File: src/rtl/mux_n_arb.sv
// N-channel word multiplexer with a fixed-select or round-robin grant, feeding a
// single-entry registered output stage with valid/ready flow control.
module mux_n_arb #(
  parameter int unsigned WIDTH    = 16,
  parameter int unsigned CHANNELS = 4,
  parameter int unsigned SEL_W    = 2
) (
  input  logic                      i_clk,
  input  logic                      i_rst_n,
  input  logic                      i_mode,
  input  logic [SEL_W-1:0]          i_s,
  input  logic [CHANNELS-1:0]       i_in_valid,
  input  logic [CHANNELS*WIDTH-1:0] i_in_data,
  output logic [CHANNELS-1:0]       o_in_ready,
  output logic                      o_out_valid,
  output logic [WIDTH-1:0]          o_out_data,
  output logic [SEL_W-1:0]          o_out_chan,
  input  logic                      i_out_ready
);

  logic                r_out_valid;
  logic [WIDTH-1:0]    r_out_data;
  logic [SEL_W-1:0]    r_out_chan;
  logic [SEL_W-1:0]    r_ptr;

  logic                w_can_accept;
  logic                w_xfer;
  logic [CHANNELS-1:0] w_rr_mask;
  logic [CHANNELS-1:0] w_rr_req_hi;
  logic                w_fix_vld;
  logic [SEL_W-1:0]    w_fix_idx;
  logic                w_rr_vld;
  logic [SEL_W-1:0]    w_rr_idx;
  logic                w_gnt_vld;
  logic [SEL_W-1:0]    w_gnt_idx;
  logic [CHANNELS-1:0] w_gnt_oh;
  logic [WIDTH-1:0]    w_sel_data;
  logic [SEL_W-1:0]    w_ptr_nxt;

  assign w_can_accept = !r_out_valid || i_out_ready;

  // A select value at or beyond CHANNELS simply matches no channel.
  always_comb begin
    w_fix_vld = 1'b0;
    w_fix_idx = '0;
    for (int i = 0; i < CHANNELS; i++) begin
      if (i_s == SEL_W'(i) && i_in_valid[i]) begin
        w_fix_vld = 1'b1;
        w_fix_idx = SEL_W'(i);
      end
    end
  end

  always_comb begin
    w_rr_mask = '0;
    for (int i = 0; i < CHANNELS; i++) begin
      w_rr_mask[i] = (SEL_W'(i) >= r_ptr);
    end
  end

  assign w_rr_req_hi = i_in_valid & w_rr_mask;

  // Lowest requester at or above the pointer wins; otherwise wrap to the lowest overall.
  always_comb begin
    w_rr_vld = 1'b0;
    w_rr_idx = '0;
    for (int i = CHANNELS - 1; i >= 0; i--) begin
      if (i_in_valid[i]) begin
        w_rr_vld = 1'b1;
        w_rr_idx = SEL_W'(i);
      end
    end
    if (|w_rr_req_hi) begin
      for (int i = CHANNELS - 1; i >= 0; i--) begin
        if (w_rr_req_hi[i]) begin
          w_rr_idx = SEL_W'(i);
        end
      end
    end
  end

  always_comb begin
    if (i_mode) begin
      w_gnt_vld = w_rr_vld;
      w_gnt_idx = w_rr_idx;
    end else begin
      w_gnt_vld = w_fix_vld;
      w_gnt_idx = w_fix_idx;
    end
  end

  always_comb begin
    w_gnt_oh = '0;
    for (int i = 0; i < CHANNELS; i++) begin
      w_gnt_oh[i] = w_gnt_vld && (w_gnt_idx == SEL_W'(i));
    end
  end

  always_comb begin
    w_sel_data = '0;
    for (int i = 0; i < CHANNELS; i++) begin
      if (w_gnt_oh[i]) begin
        w_sel_data = w_sel_data | i_in_data[i*WIDTH +: WIDTH];
      end
    end
  end

  assign w_xfer    = w_gnt_vld && w_can_accept;
  assign w_ptr_nxt = (w_gnt_idx == SEL_W'(CHANNELS - 1)) ? '0 : w_gnt_idx + 1'b1;

  // Ready is forced low while reset is held, independent of the flop state.
  assign o_in_ready = w_gnt_oh & {CHANNELS{w_can_accept && i_rst_n}};

  always_ff @(posedge i_clk or negedge i_rst_n) begin
    if (!i_rst_n) begin
      r_out_valid <= 1'b0;
      r_out_data  <= '0;
      r_out_chan  <= '0;
      r_ptr       <= '0;
    end else begin
      if (w_xfer) begin
        r_out_valid <= 1'b1;
        r_out_data  <= w_sel_data;
        r_out_chan  <= w_gnt_idx;
        if (i_mode) begin
          r_ptr <= w_ptr_nxt;
        end
      end else if (i_out_ready) begin
        r_out_valid <= 1'b0;
      end
    end
  end

  assign o_out_valid = r_out_valid;
  assign o_out_data  = r_out_data;
  assign o_out_chan  = r_out_chan;

endmodule

File: config.mk
export PLATFORM = sky130hd
export DESIGN_NAME = mux_n_arb
export DESIGN_NICKNAME = d
export VERILOG_FILES = /design/src/rtl/mux_n_arb.sv
export SDC_FILE = /design/constraint.sdc
export NUM_CORES = 1
export LEC_CHECK = 0
export BUFFER_PORTS_ARGS = -buffer_cell sky130_fd_sc_hd__buf_4
export CORE_ASPECT_RATIO = 2
export CORE_MARGIN = 2
export CORE_UTILIZATION = 44
export CTS_CLUSTER_DIAMETER = 30
export DETAILED_ROUTE_END_ITERATION = 12
export PLACE_DENSITY = 0.89
export SYNTH_ARGS = -nofsm -noshare
export SYNTH_HDL_FRONTEND = slang
export SYNTH_SLANG_ARGS = --single-unit
export TNS_END_PERCENT = 50
File: constraint.sdc
create_clock -name i_clk -period 3.3 [get_ports i_clk]
set_input_delay 0.33 -clock i_clk [delete_from_list [all_inputs] [get_ports i_clk]]
set_output_delay 0.33 -clock i_clk [all_outputs]
set_load 0.05 [all_outputs]
==> flow_summary_export.csv <==
group,metric,value,unit
global_routing,first_global_vias,1611,
yosys,yosys.area.top_type_share,0.386,
cts,cts_max_level,1,
yosys,synth.distinct_cells,29,
routing,routed_wl,4540,µm
sta,worstMarginPinSlew,0.686,ns
finish,seq_area,526,µm²
yosys,ys_seq_area_frac,0.386,
routing,vias_per_cell,6.02,
finish,drive_gt1_frac,0.459,
routing,drt_iter0_markers,57,
sta,hold_violations,0,
finish,diodes,0,
cts,cts_root_buf,"clkbuf_8",
die,io_pins,97,
worst_setup_path,start_kind,"flip-flop",
sta,timing.final.crit_share,0.865,
die,initial_core_util,0.463,
worst_setup_path,reg2reg_depth,7,
worst_setup_path,cp.required,2.97,ns
sta,max_freq,350,MHz
routing,dr.pass1.iters,4,
die,die_area,0.00359,mm²
global_routing,antenna_found_initial,0,
placement,port_buffers,96,
cts,cts_resized,0,
yosys,syn-num-nets,223,
worst_setup_path,end_kind,"output port",
die,rows,28,
placement,hpwl,3510,µm
sta,min_period,2.86,ns
outcome,outcome,"completed",
sta,max_slew_margin,0.543,
global_routing,grt.overflow.total,0,
cts,clock_sinks,21,
die,core,0.00294,mm²
yosys,ys_top_cells_by_area,"dfrtp_1 (39%), a22oi_1 (18%), a31oi_1 (7.8%)",
routing,wl_per_cell,17.3,µm
sta,setup_viol,0,
worst_setup_path,worstSetupPathType,"reg -> out",
cts,numCtsBuffers,3,
die,die_width,43.4,µm
routing,remaining_drc_errors,0,
routing,vias,1583,
cts,path_clk_slew,0.08,ns
cts,cts_tree,"done",
cts,cts_setup_buffers,0,
placement,place_congestion,0.827,
global_routing,grt_max_degree,26,
worst_setup_path,cp_data_arrival_time,2.53,ns
finish,multi_input_area,743,µm²
yosys,netlist_instances,145,
finish,fill_cells,241,
yosys,syn_area_per_cell,9.40,µm²
sta,rsz0062_at_grt,"false",
pwr,p_per_area,608,mW/mm²
finish,fin_nets,312,
yosys,ys_seq_elements,21,
die,die_h,82.7,µm
placement,dp_slack,0.722,ns
finish,area_growth_syn_to_layout,54.5,%
cts,hold_buffers,1,
sta,setup_ws,0.444,ns
sta,tns,0,ns
yosys,yosysTopAreaCell,"dfrtp_1",
pwr,vdd_drop_max,0.000422,V
yosys,yosys_warnings,0,
sta,finClkSkew,0.00405,ns
cts,insertion_delay,0.26,ns
routing,ant_nets,0,
hold_path,hold_depth,3,
worst_setup_path,cp_max_fo,17,
global_routing,grt_pass1_wl,6960,µm
cts,clk_path_buf_depth,2,
yosys,syn_area,0.00136,mm²
global_routing,grtUsageTotal,0.257,
pwr,power.leakage,0.993,nW
sta,final_max_slew_viol_count,0,
flow_run,maxCapViolCount,0,
hold_path,min_path_type,"in -> reg",
worst paths after layout:
check	end	start	slack, ns
min reg2reg	o_out_valid	o_out_valid	0.55
max in group asynchronous	r_ptr[0]	i_rst_n	2.56
min in group asynchronous	o_out_data[11]	i_rst_n	0.50
max	o_in_ready[0]	r_ptr[1]	0.44
min	o_out_data[5]	i_in_data[21]	0.38
max reg2reg	o_out_data[0]	r_ptr[1]	0.91
where the power goes:
group	internal (mW)	switching [mW]	total, mW
logic	0.260	0.460	0.720
registers	0.334	0.0572	0.391
clock network	0.0842	0.0860	0.170
cell usage after synthesis, drive strengths merged:
master and instances:
mux4 1, clkbuf 10, o21ai 3, and3 4, or2 1, nand3b 1, nand3 1, a31oi 17
mux2 2, o41a 1, nand2 3, and2 2, o21a 1, nor4 1, nor2 2, a211o 1
nand2b 4, a21bo 1, a21oi 21, mux2i 2, inv 2, o32ai 1, ha 4, buf 5
a22oi 32, nor2b 1, dfrtp 21
cell type report:
| cell class | count | area share |
|---|---|---|
| Clock buffer | 3 | 0.0196 |
| Tap cell | 30 | 0.0178 |
| Inverter | 2 | 0.00357 |
| Multi-Input combinational cell | 107 | 0.353 |
| Clock inverter | 1 | 0.00238 |
| Timing Repair Buffer | 99 | 0.354 |
| Sequential cell | 21 | 0.250 |
cell families (layout without fill, tap and decap cells):
logic type,count (synthesis),after routing,synth area share
AOI/OAI and AO/OA,78,78,0.376
buffers and inverters,17,105,0.0689
DFF,21,21,0.386
and+or+nand+nor,20,20,0.0845
muxes,5,5,0.0477
adders and majority gates,4,4,0.0367
cell usage in the layout, fill, tap and decap left out, drive strengths merged, types with 3 or more instances in the layout:
| cell | netlist | layout |
|---|---|---|
| buf | 5 | 98 |
| a22oi | 32 | 32 |
| a21oi | 21 | 21 |
| dfrtp | 21 | 21 |
| a31oi | 17 | 17 |
| nand2b | 4 | 4 |
| and3 | 4 | 4 |
| ha | 4 | 4 |
| nand2 | 3 | 3 |
| o21ai | 3 | 3 |
| clkbuf | 10 | 3 |
per-layer routing:
metal	routed length, µm	vias up	part of all wire	GRT usage
met5	0	-	0	0
met3	440	14	0.097	0.0674
met4	146	0	0.032	0.118
met2	2270	95	0.50	0.440
met1	1680	730	0.37	0.291
li1	-	744	-	-
sequential cells by signal, summed over array words and instances (netlist names):
| signal | cells |
|---|---|
| o_out_chan | 2 |
| o_out_data | 16 |
| o_out_valid | 1 |
| r_ptr | 2 |
stage by stage:
stage	area (µm²)	power, mW	std cells	hold WS, ns	utilization
2_1_floorplan	1360	0.856	145	0.0344	-
3_3_place_gp	2050	1.10	258	0.241	0.696
3_5_place_dp	2050	1.11	258	0.246	0.696
4_1_cts	2110	1.28	263	0.382	0.716
5_1_grt	2110	1.35	263	0.393	0.716
6_report	2110	1.28	263	0.377	0.716
critical path, cell delays in order (launching register included):
cell and delay, ns:
dfrtp_1 0.43, nor2b_1 0.16, o21a_1 0.16, o32ai_1 0.46
inv_1 0.16, ha_1 0.46, and3_1 0.25, buf_4 0.18
No activity file was read; power rests on OpenSTA's default activity.
